==> src/rtl/pc_pkg.sv <==
// rtl/pc_pkg.sv - shared types and default constants for the fetch-stage PC unit
package pc_pkg;

    typedef enum logic [1:0] {
        BOOT = 2'd0,
        RUN  = 2'd1,
        HALT = 2'd2
    } pc_state_e;

    localparam int PC_ADDR_W    = 16;
    localparam int PC_RESET_VEC = 'h0;
    localparam int PC_EXC_VEC   = 'h8;
    localparam int PC_RAS_DEPTH = 4;

endpackage

==> src/rtl/pc_ras.sv <==
// rtl/pc_ras.sv - circular return-address stack with saturating count and underflow pulse
module pc_ras
    import pc_pkg::*;
#(
    parameter int RAS_DEPTH = PC_RAS_DEPTH,
    parameter int ADDR_W    = PC_ADDR_W
) (
    input  logic              clk,
    input  logic              rst,
    input  logic              push,
    input  logic              pop,
    input  logic              clear,
    input  logic [ADDR_W-1:0] push_data,
    output logic [ADDR_W-1:0] top,
    output logic              empty,
    output logic              underflow
);

    localparam int PTR_W = $clog2(RAS_DEPTH);
    localparam int CNT_W = PTR_W + 1;
    localparam logic [CNT_W-1:0] FULL = CNT_W'(RAS_DEPTH);

    logic [ADDR_W-1:0] mem [RAS_DEPTH];
    logic [PTR_W-1:0]  top_ptr;
    logic [CNT_W-1:0]  count;
    logic              has_entry;
    logic              do_push;
    logic              do_pop;
    logic              do_swap;
    logic [PTR_W-1:0]  wr_ptr;

    assign has_entry = (count != '0);
    // call+ret together replaces the top in place; with an empty stack it degrades to a plain push
    assign do_swap   = push & pop & has_entry & ~clear;
    assign do_push   = push & ~do_swap & ~clear;
    assign do_pop    = pop & ~push & has_entry & ~clear;
    assign wr_ptr    = do_swap ? top_ptr : top_ptr + PTR_W'(1);

    always_ff @(posedge clk or negedge rst) begin
        if (!rst) begin
            top_ptr   <= '0;
            count     <= '0;
            underflow <= 1'b0;
        end else begin
            underflow <= pop & ~has_entry & ~clear;
            if (clear) begin
                count <= '0;
            end else if (do_push) begin
                top_ptr <= wr_ptr;
                if (count != FULL) begin
                    count <= count + CNT_W'(1);
                end
            end else if (do_pop) begin
                top_ptr <= top_ptr - PTR_W'(1);
                count   <= count - CNT_W'(1);
            end
        end
    end

    always_ff @(posedge clk) begin
        if (do_push | do_swap) begin
            mem[wr_ptr] <= push_data;
        end
    end

    assign top   = mem[top_ptr];
    assign empty = ~has_entry;

endmodule

==> src/rtl/if_pc_ctrl.sv <==
// rtl/if_pc_ctrl.sv - fetch PC register, boot/run/halt FSM and next-pc selection with RAS prediction
module if_pc_ctrl
    import pc_pkg::*;
#(
    parameter int ADDR_W    = PC_ADDR_W,
    parameter int STEP      = 1,
    parameter int RESET_VEC = PC_RESET_VEC,
    parameter int EXC_VEC   = PC_EXC_VEC,
    parameter int RAS_DEPTH = PC_RAS_DEPTH
) (
    input  logic              clk,
    input  logic              rst,
    input  logic              halt_i,
    input  logic              stall_i,
    input  logic              rom_ready,
    input  logic              br_valid,
    input  logic [ADDR_W-1:0] br_target,
    input  logic              exc_valid,
    input  logic              call_i,
    input  logic [ADDR_W-1:0] link_addr,
    input  logic              ret_i,
    output logic              ce,
    output logic [ADDR_W-1:0] pc,
    output logic              ras_empty,
    output logic              ras_underflow
);

    localparam logic [ADDR_W-1:0] RST_PC = ADDR_W'(RESET_VEC);
    localparam logic [ADDR_W-1:0] EXC_PC = ADDR_W'(EXC_VEC);
    localparam logic [ADDR_W-1:0] INC    = ADDR_W'(STEP);

    pc_state_e         state;
    logic              run;
    logic              ret_hit;
    logic [ADDR_W-1:0] ras_top;
    logic [ADDR_W-1:0] next_pc;

    // a halt request takes precedence over everything else arriving in RUN, so the RAS stays untouched
    assign run     = (state == RUN) & ~halt_i;
    assign ret_hit = ret_i & ~ras_empty;

    pc_ras #(
        .RAS_DEPTH (RAS_DEPTH),
        .ADDR_W    (ADDR_W)
    ) u_ras (
        .clk       (clk),
        .rst       (rst),
        .push      (run & call_i),
        .pop       (run & ret_i),
        .clear     (run & exc_valid),
        .push_data (link_addr),
        .top       (ras_top),
        .empty     (ras_empty),
        .underflow (ras_underflow)
    );

    always_comb begin
        next_pc = pc;
        if (exc_valid) begin
            next_pc = EXC_PC;
        end else if (br_valid) begin
            next_pc = br_target;
        end else if (ret_hit) begin
            next_pc = ras_top;
        end else if (stall_i | ~rom_ready) begin
            next_pc = pc;
        end else begin
            next_pc = pc + INC;
        end
    end

    always_ff @(posedge clk or negedge rst) begin
        if (!rst) begin
            state <= BOOT;
            pc    <= RST_PC;
            ce    <= 1'b0;
        end else begin
            case (state)
                BOOT: begin
                    state <= RUN;
                    ce    <= 1'b1;
                end
                RUN: begin
                    if (halt_i) begin
                        state <= HALT;
                        ce    <= 1'b0;
                    end else begin
                        pc <= next_pc;
                    end
                end
                HALT: begin
                    if (exc_valid) begin
                        state <= RUN;
                        ce    <= 1'b1;
                        pc    <= EXC_PC;
                    end else if (!halt_i) begin
                        state <= RUN;
                        ce    <= 1'b1;
                    end
                end
                default: begin
                    state <= BOOT;
                    ce    <= 1'b0;
                end
            endcase
        end
    end

endmodule

==> config.mk <==
export PLATFORM = sky130hd
export DESIGN_NAME = if_pc_ctrl
export DESIGN_NICKNAME = d
export VERILOG_FILES = /design/src/rtl/pc_pkg.sv /design/src/rtl/pc_ras.sv /design/src/rtl/if_pc_ctrl.sv
export SDC_FILE = /design/constraint.sdc
export NUM_CORES = 1
export LEC_CHECK = 0
export ABC_AREA = 1
export BUFFER_PORTS_ARGS = -buffer_cell sky130_fd_sc_hd__buf_2
export CAP_MARGIN = 10
export CORE_MARGIN = 3
export CORE_UTILIZATION = 57
export DETAILED_ROUTE_END_ITERATION = 12
export HOLD_SLACK_MARGIN = 0.15
export PLACE_DENSITY = 0.79
export SYNTH_ARGS = -nofsm -noshare
export SYNTH_HDL_FRONTEND = slang
export SYNTH_SLANG_ARGS = --single-unit
==> constraint.sdc <==
create_clock -name clk -period 2.64 [get_ports clk]
set_input_delay 0.132 -clock clk [delete_from_list [all_inputs] [get_ports clk]]
set_output_delay 0.132 -clock clk [all_outputs]
set_load 0.01 [all_outputs]
==> results_dict.tcl, run 1 <==
set metrics [dict create \
    finalPower_uw 4650 \
    leading_area_contributor_after_synthesis "edfxtp_1" \
    critical-path-top-delay-family "flip-flops" \
    drive_above_1_share_pct 17.0 \
    warnings_synthesis 0 \
    antenna_violations_before_repair 0 \
    critical_path_peak_fanout 20 \
    ys_async_sr_fraction_pct 28.1 \
    clock_tree_from_tritoncts "built" \
    worst-endpoint-required_ns 2.69 \
    timing.critical_path.buf_inv 3 \
    hold_path_class "in2reg" \
    drv_slew 0 \
    vdd.ir_drop.worst_v 0.000439 \
    total_cts_buffers 9 \
    crit_chain "xor2_1, inv_1, o21ai_1, inv_1, nor2_1, buf_4" \
    achievable-frequency_ghz 0.495 \
    drt_wl_total_mm 9.92 \
    vias_per_cell 5.19 \
    floorplan.die_area_um2 8830 \
    core_area_um2 7370 \
    multi_input_logic_area_um2 1640 \
    yosysTopAreaCellShare_pct 43.6 \
    grt_pass1_wl_mm 16.0 \
    mapped_nets 538 \
    max-cap-violations 0 \
    worst-endpoint-arrival_ns 2.07 \
    drt_iter0_markers 258 \
    ys_dominant_reg_cell "edfxtp_1" \
    die_y_um 94.0 \
    max_slew.worst_pin.slew_ns 0.712 \
    outcome "complete, no violations" \
    number_of_remaining_drc_errors 0 \
    place_congestion 0.917 \
    preCtsSetupSlack_ns 0.670 \
    globalRoute.totalOverflow 0 \
    global_route.usage.total_pct 23.6 \
    dr_total_vias 3593 \
    fillerInstances 590 \
    cellLeakagePower_uw 0.00237 \
    synthCells 495 \
    power-per-cell-area_nw_per_um2 872 \
    cp_class "reg2reg" \
    post_synth_edffs 64 \
    intPower_uw 2760 \
    num_rows 31 \
    finalWorstPathRequiredPeriod_ns 2.02 \
    antenna_cells_inserted 0 \
    cts-htree-levels 3 \
    clkLatencyLatePin_ns 0.35 \
    number_of_port_buffers 59 \
    timing.final.setup_violations 0 \
    postCtsSetupRepairBufs 0 \
    netlist_top_cells_count "172 x nand2_1, 64 x edfxtp_1, 58 x nor2_1" \
    max_slew_margin_pct 52.5 \
    clock-sinks 89 \
    clk_pin_slew_worst_paths_ns 0.09 \
    final_critical_path_setup_slack_ns 0.618 \
    synth_seq_area_share_pct 57.7 \
    rsz_0062_raised_after_global_routing "false" \
    p_sw_share_pct 40.6 \
    top_post_synthesis_cells_by_area "edfxtp_1 44%, nand2_1 15%, dfrtp_1 14%, nand3_1 5.4%, nor2_1 4.9%" \
    synth.most_common_cell "nand2_1" \
    hold_viol_final 0 \
    drtPass1Iterations 5 \
    cts_root_buf "clkbuf_8" \
    timing.critical_path.slowest_stage_cell "dfrtp_1" \
    num_io_pins 60 \
    critPathCaptureType "flip-flop" \
    finish.net_count 631 \
    post-route-util_pct 72.3 \
    yosysUniqueCellTypes 31 \
    final_min_period_over_clock_period_pct 76.6 \
    initial_utilization_pct 59.9 \
    critical_path.max_stage_delay_ns 0.75 \
    layout_skew_ns 0.00668 \
    netlist_area_um2 4410 \
    maximum_number_of_pins_on_one_net_before_global_route_repair 34 \
    post_synth.cell_area_avg_um2 8.91 \
    detailedPlacementHpwl_mm 6.50 \
    part_of_the_power_in_combinational_logic_pct 37.0 \
    critPathLaunchType "flip-flop" \
    final_antenna_net_count 0 \
    p_switching_uw 1890 \
    area.growth.synth_to_final_pct 20.7 \
    clkPwrFrac_pct 20.1 \
    die_width_um 94.0 \
    setup_total_negative_slack_ns 0 \
    crit_top_cell "inv_1" \
    seq_area_um2 2550 \
    synthesized_flop_and_latch_total 89 \
    cts_max_path_buffers 2 \
    drt-wirelength-per-cell_um 14.3 \
    pwr-share-seq_pct 42.8 \
    via_count_of_the_first_global_routing_pass 3409 \
]
==> state kept, by name, summed over array words and instances (netlist names) <==
signal           flops
ce                   1
u_ras.underflow      1
u_ras.count          3
pc                  16
state                2
u_ras.mem           64
u_ras.top_ptr        2
==> cell type report <==
class / instances / share of cell area [%]
multi-input cells: 354 / 30.8
well taps: 99 / 2.33
clock inverters: 5 / 1.20
flip-flops and latches: 89 / 47.8
repair buffers: 100 / 13.0
inverters: 34 / 2.40
clock buffers: 11 / 2.47
==> cell usage in the layout (no fill, tap or decap), types with 7 or more instances in the layout <==
| cell type | count |
|---|---|
| nand2_1 | 172 |
| edfxtp_1 | 64 |
| buf_2 | 59 |
| nor2_1 | 58 |
| nand3_1 | 48 |
| dlygate4sd3_1 | 35 |
| inv_1 | 30 |
| dfrtp_1 | 25 |
| o21ai_0 | 20 |
| clkbuf_8 | 9 |
| nand2_2 | 7 |
| a21oi_1 | 7 |
==> per-stage QoR <==
stage | cells | hold slack (ns) | instance area [um^2]
floorplan | 495 | -0.164 | 4410
global placement | 641 | 0.166 | 4780
detailed placement | 641 | 0.173 | 4780
CTS | 692 | 0.172 | 5330
global route | 692 | 0.193 | 5330
finish | 692 | 0.188 | 5330
==> path summary, 6_finish.rpt <==
check                                        end  slack [ns]        startpoint  cells past startpoint
worst max-delay path            u_ras.mem[2][10]        0.62  u_ras.top_ptr[1]                      6
worst min-delay path                       pc[8]        0.19      br_target[8]                      4
worst max register to register  u_ras.mem[2][10]        0.62  u_ras.top_ptr[1]                      6
worst min register to register                ce        0.48                ce                      2
max in group asynchronous                  pc[8]        1.92               rst                      2
min in group asynchronous                     ce        0.31               rst                      2
==> layer usage <==
| layer | vias to the layer above | share of wire, % | routed length [um] | track usage [%] |
|---|---|---|---|---|
| li1 | 1809 | - | - | - |
| met1 | 1640 | 44 | 4330 | 31.3 |
| met2 | 132 | 49 | 4820 | 39.2 |
| met3 | 12 | 6.8 | 670 | 5.29 |
| met4 | 0 | 0.92 | 91 | 6.86 |
| met5 | - | 0 | 0 | 0 |
==> kinds of logic (layout without fill, tap and decap cells) <==
family | Yosys count | count (layout) | synth area share [%]
AOI/OAI and AO/OA | 43 | 43 | 5.56
xor gates and xnor gates | 8 | 8 | 1.59
adders and majority gates | 2 | 2 | 0.737
buffers and inverters | 52 | 150 | 5.05
DFF | 89 | 89 | 57.7
and+or+nand+nor | 301 | 301 | 29.3
==> power groups by stage <==
stage / Combinational (uW) / Clock (uW) / Sequential (uW)
2_1_floorplan: 1240 / 0 / 1950
3_3_place_gp: 1610 / 0 / 2000
3_5_place_dp: 1650 / 0 / 2010
4_1_cts: 1700 / 961 / 1980
5_1_grt: 1940 / 1020 / 2020
6_report: 1720 / 936 / 1990
==> what timing repair did <==
action,4_1_cts,5_1_grt
endpoints found under the hold margin,106,0
resized for setup,0,0
hold buffers,35,0
==> worst min-delay path, cell delays in order <==
cell	delay, ns
buf_2	0.07
o21ai_0	0.08
a21o_1	0.16
nand2_1	0.06
(Power assumes the default switching activity.)
==> run 2: changes to the inputs <==
==> constraint.sdc (replaced) <==
create_clock -name clk -period 1.9 [get_ports clk]
set_input_delay 0.095 -clock clk [delete_from_list [all_inputs] [get_ports clk]]
set_output_delay 0.095 -clock clk [all_outputs]
set_load 0.01 [all_outputs]
==> run 2 against run 1 <==
The flow now finishes with violations (negative setup slack). Worst setup slack lost 0.63 ns. Register-to-register slack lost 0.63 ns. Utilization rose by 4.5 points. Worst hold slack worse by 0.041 ns. Clock power rose by 58%. Die area did not move. Cell area grew 6.2%. Sequential cell count is the same. First-iteration DRC count decreased by 23%. Sequential power up 35%. Non-clock buffer count up 21. Critical path type unchanged.
==> results_dict.tcl, run 2 (synthesis gave the netlist of run 1 again) <==
set metrics [dict create \
    outcome "finished with violations" \
    failed_checks "negative setup slack" \
    drt_iter0_markers 199 \
    hold_start "br_valid" \
    max_slew_margin_pct 59.3 \
    ff2ff_path_depth 10 \
    clk_pin_slew_worst_paths_ns 0.10 \
    clock-sinks 89 \
    drv_slew 0 \
    vias_per_cell 5.33 \
    clock_tree_from_tritoncts "built" \
    layout.cells.most_common_list "169 x nand2_1, 64 x edfxtp_1, 59 x buf_2" \
    hold-worst-slack_ns 0.147 \
    num_rows 31 \
    finalWorstPathRequiredPeriod_ns 1.91 \
    vdd.ir_drop.worst_v 0.000849 \
    floorplan.die_area_um2 8830 \
    dr_total_vias 3797 \
    maximum_number_of_pins_on_one_net_before_global_route_repair 26 \
    crit_chain "inv_2, nand3b_4, nor2_4, nand2_4, nor2_4, nand2_2, o21ai_4, inv_2, nor2_4, clkbuf_16" \
    place_congestion 0.910 \
    antenna_cells_inserted 0 \
    drt_wl_total_mm 10.8 \
    drt-wirelength-per-cell_um 15.1 \
    max-cap-violations 0 \
    hold_viol_final 0 \
    critical_path.max_stage_delay_ns 0.41 \
    die_y_um 94.0 \
    critical_path_peak_fanout 8 \
    clkLatencyLatePin_ns 0.36 \
    core_area_um2 7370 \
    finalPower_uw 7040 \
    largest_register_ffs 64 \
    power-per-cell-area_nw_per_um2 1250 \
    final_antenna_net_count 0 \
    grt_pass1_wl_mm 17.7 \
    cellLeakagePower_uw 0.00252 \
    die_width_um 94.0 \
    cts-htree-levels 3 \
    number_of_remaining_drc_errors 0 \
    timing.final.setup_violations 8 \
    timing.critical_path.slowest_stage_cell "dfrtp_1" \
    final_common_cell "nand2_1" \
    worst-endpoint-required_ns 1.98 \
    cts_max_path_buffers 2 \
    num_io_pins 60 \
    initial_utilization_pct 59.9 \
    largest_register "u_ras.mem" \
    finish.net_count 652 \
    r2r_end "u_ras.mem[2][14]" \
    crit_top_cell "nor2_4" \
    antenna_violations_before_repair 0 \
    timing.rr.start "state[1]" \
    drive_above_1_share_pct 21.7 \
    total_cts_buffers 9 \
    final_min_period_over_clock_period_pct 100 \
    max_slew.worst_pin.slew_ns 0.610 \
    critPathLaunchType "flip-flop" \
    achievable-frequency_ghz 0.524 \
    drtPass1Iterations 5 \
    rsz_0062_raised_after_global_routing "true" \
    hold_path_class "in2reg" \
    critical-path-top-delay-family "simple AND/OR/NAND/NOR gates" \
    cts_root_buf "clkbuf_8" \
    globalRoute.totalOverflow 0 \
    area.growth.synth_to_final_pct 28.2 \
    via_count_of_the_first_global_routing_pass 3796 \
    detailedPlacementHpwl_mm 7.32 \
    layout_skew_ns 0.00798 \
    whs_endpoint "pc[10]" \
    global_route.usage.total_pct 25.9 \
    r2r_slack_ns -0.007 \
    min_path_cells 3 \
    final_critical_path_setup_slack_ns -0.00734 \
    number_of_port_buffers 59 \
    cp_class "reg2reg" \
    critPathCaptureType "flip-flop" \
    biggestRegsByFlops "u_ras.mem: 64 flops, pc: 16 flops, u_ras.count: 3 flops" \
    worst-endpoint-arrival_ns 1.99 \
    timing.critical_path.buf_inv 3 \
]
-- run 2: changes by cell type in the layout (fill, tap and decap cells not counted), moves of 3 or more --
cell / previous run / this run
nor2_4: 5 / 9
nor2_1: 58 / 54
buf_12: 0 / 4
buf_4: 6 / 20
nand2_1: 172 / 169
-- run 2: metal layers --
layer | track usage (%) | part of all wire [%] | vias to the layer above
met4 | 8.30 | 1.3 | 0
met1 | 32.6 | 41 | 1795
li1 | - | - | 1846
met3 | 4.09 | 6.0 | 16
met5 | 0 | 0 | -
met2 | 45.8 | 51 | 140
-- run 2: stage by stage --
| stage | setup TNS (ns) | setup slack, ns | instances | instance area, um^2 | utilization (%) |
|---|---|---|---|---|---|
| finish | -0.0396 | -0.00734 | 713 | 5660 | 76.7 |
| global route | -3.74 | -0.0791 | 713 | 5660 | 76.7 |
| CTS | 0 | 0.00686 | 710 | 5600 | 75.9 |
| detailed placement | -0.420 | -0.0254 | 653 | 4940 | 67.0 |
| global placement | 0 | 0.0977 | 653 | 4940 | 67.0 |
| floorplan | -4.25 | -0.0998 | 495 | 4430 | - |
-- run 2: cell type report --
| cell class | count | area (um^2) |
|---|---|---|
| Clock buffer | 9 | 124 |
| Clock inverter | 7 | 101 |
| Fill cell | 530 | 1710 |
| Inverter | 34 | 128 |
| Multi-Input combinational cell | 354 | 1710 |
| Sequential cell | 89 | 2550 |
| Tap cell | 99 | 124 |
| Timing Repair Buffer | 121 | 921 |
-- run 2: what timing repair did --
item                       4_1_cts  5_1_grt
pin swaps                        1        4
hold endpoints to repair       107        0
hold buffers                    37        0
gates cloned                     1        0
resized for setup                5        9
setup endpoints to repair       32       64
setup buffers                    3        3
-- run 2: worst max path at each step --
stage,start,endpoint,slack (ns),depth (start not counted)
3_3_place_gp,state[1],u_ras.mem[3][11],0.1,10
2_1_floorplan,state[1],u_ras.mem[2][0],-0.1,9
4_1_cts,state[1],u_ras.mem[3][13],0.007,9
3_5_place_dp,state[1],u_ras.mem[3][12],-0.03,9
6_report,state[1],u_ras.mem[2][14],-0.007,10
5_1_grt,state[1],u_ras.mem[2][10],-0.08,10
-- run 2: worst min-delay path, delay by kind of cell --
kind	cells	cell delay, ns
buf+inv	1	0.16
compound gates	2	0.21
-- run 2: power by group --
part	switching [uW]	internal (uW)
Combinational	1770	1100
Sequential	327	2360
Clock	722	757
Total	2820	4220
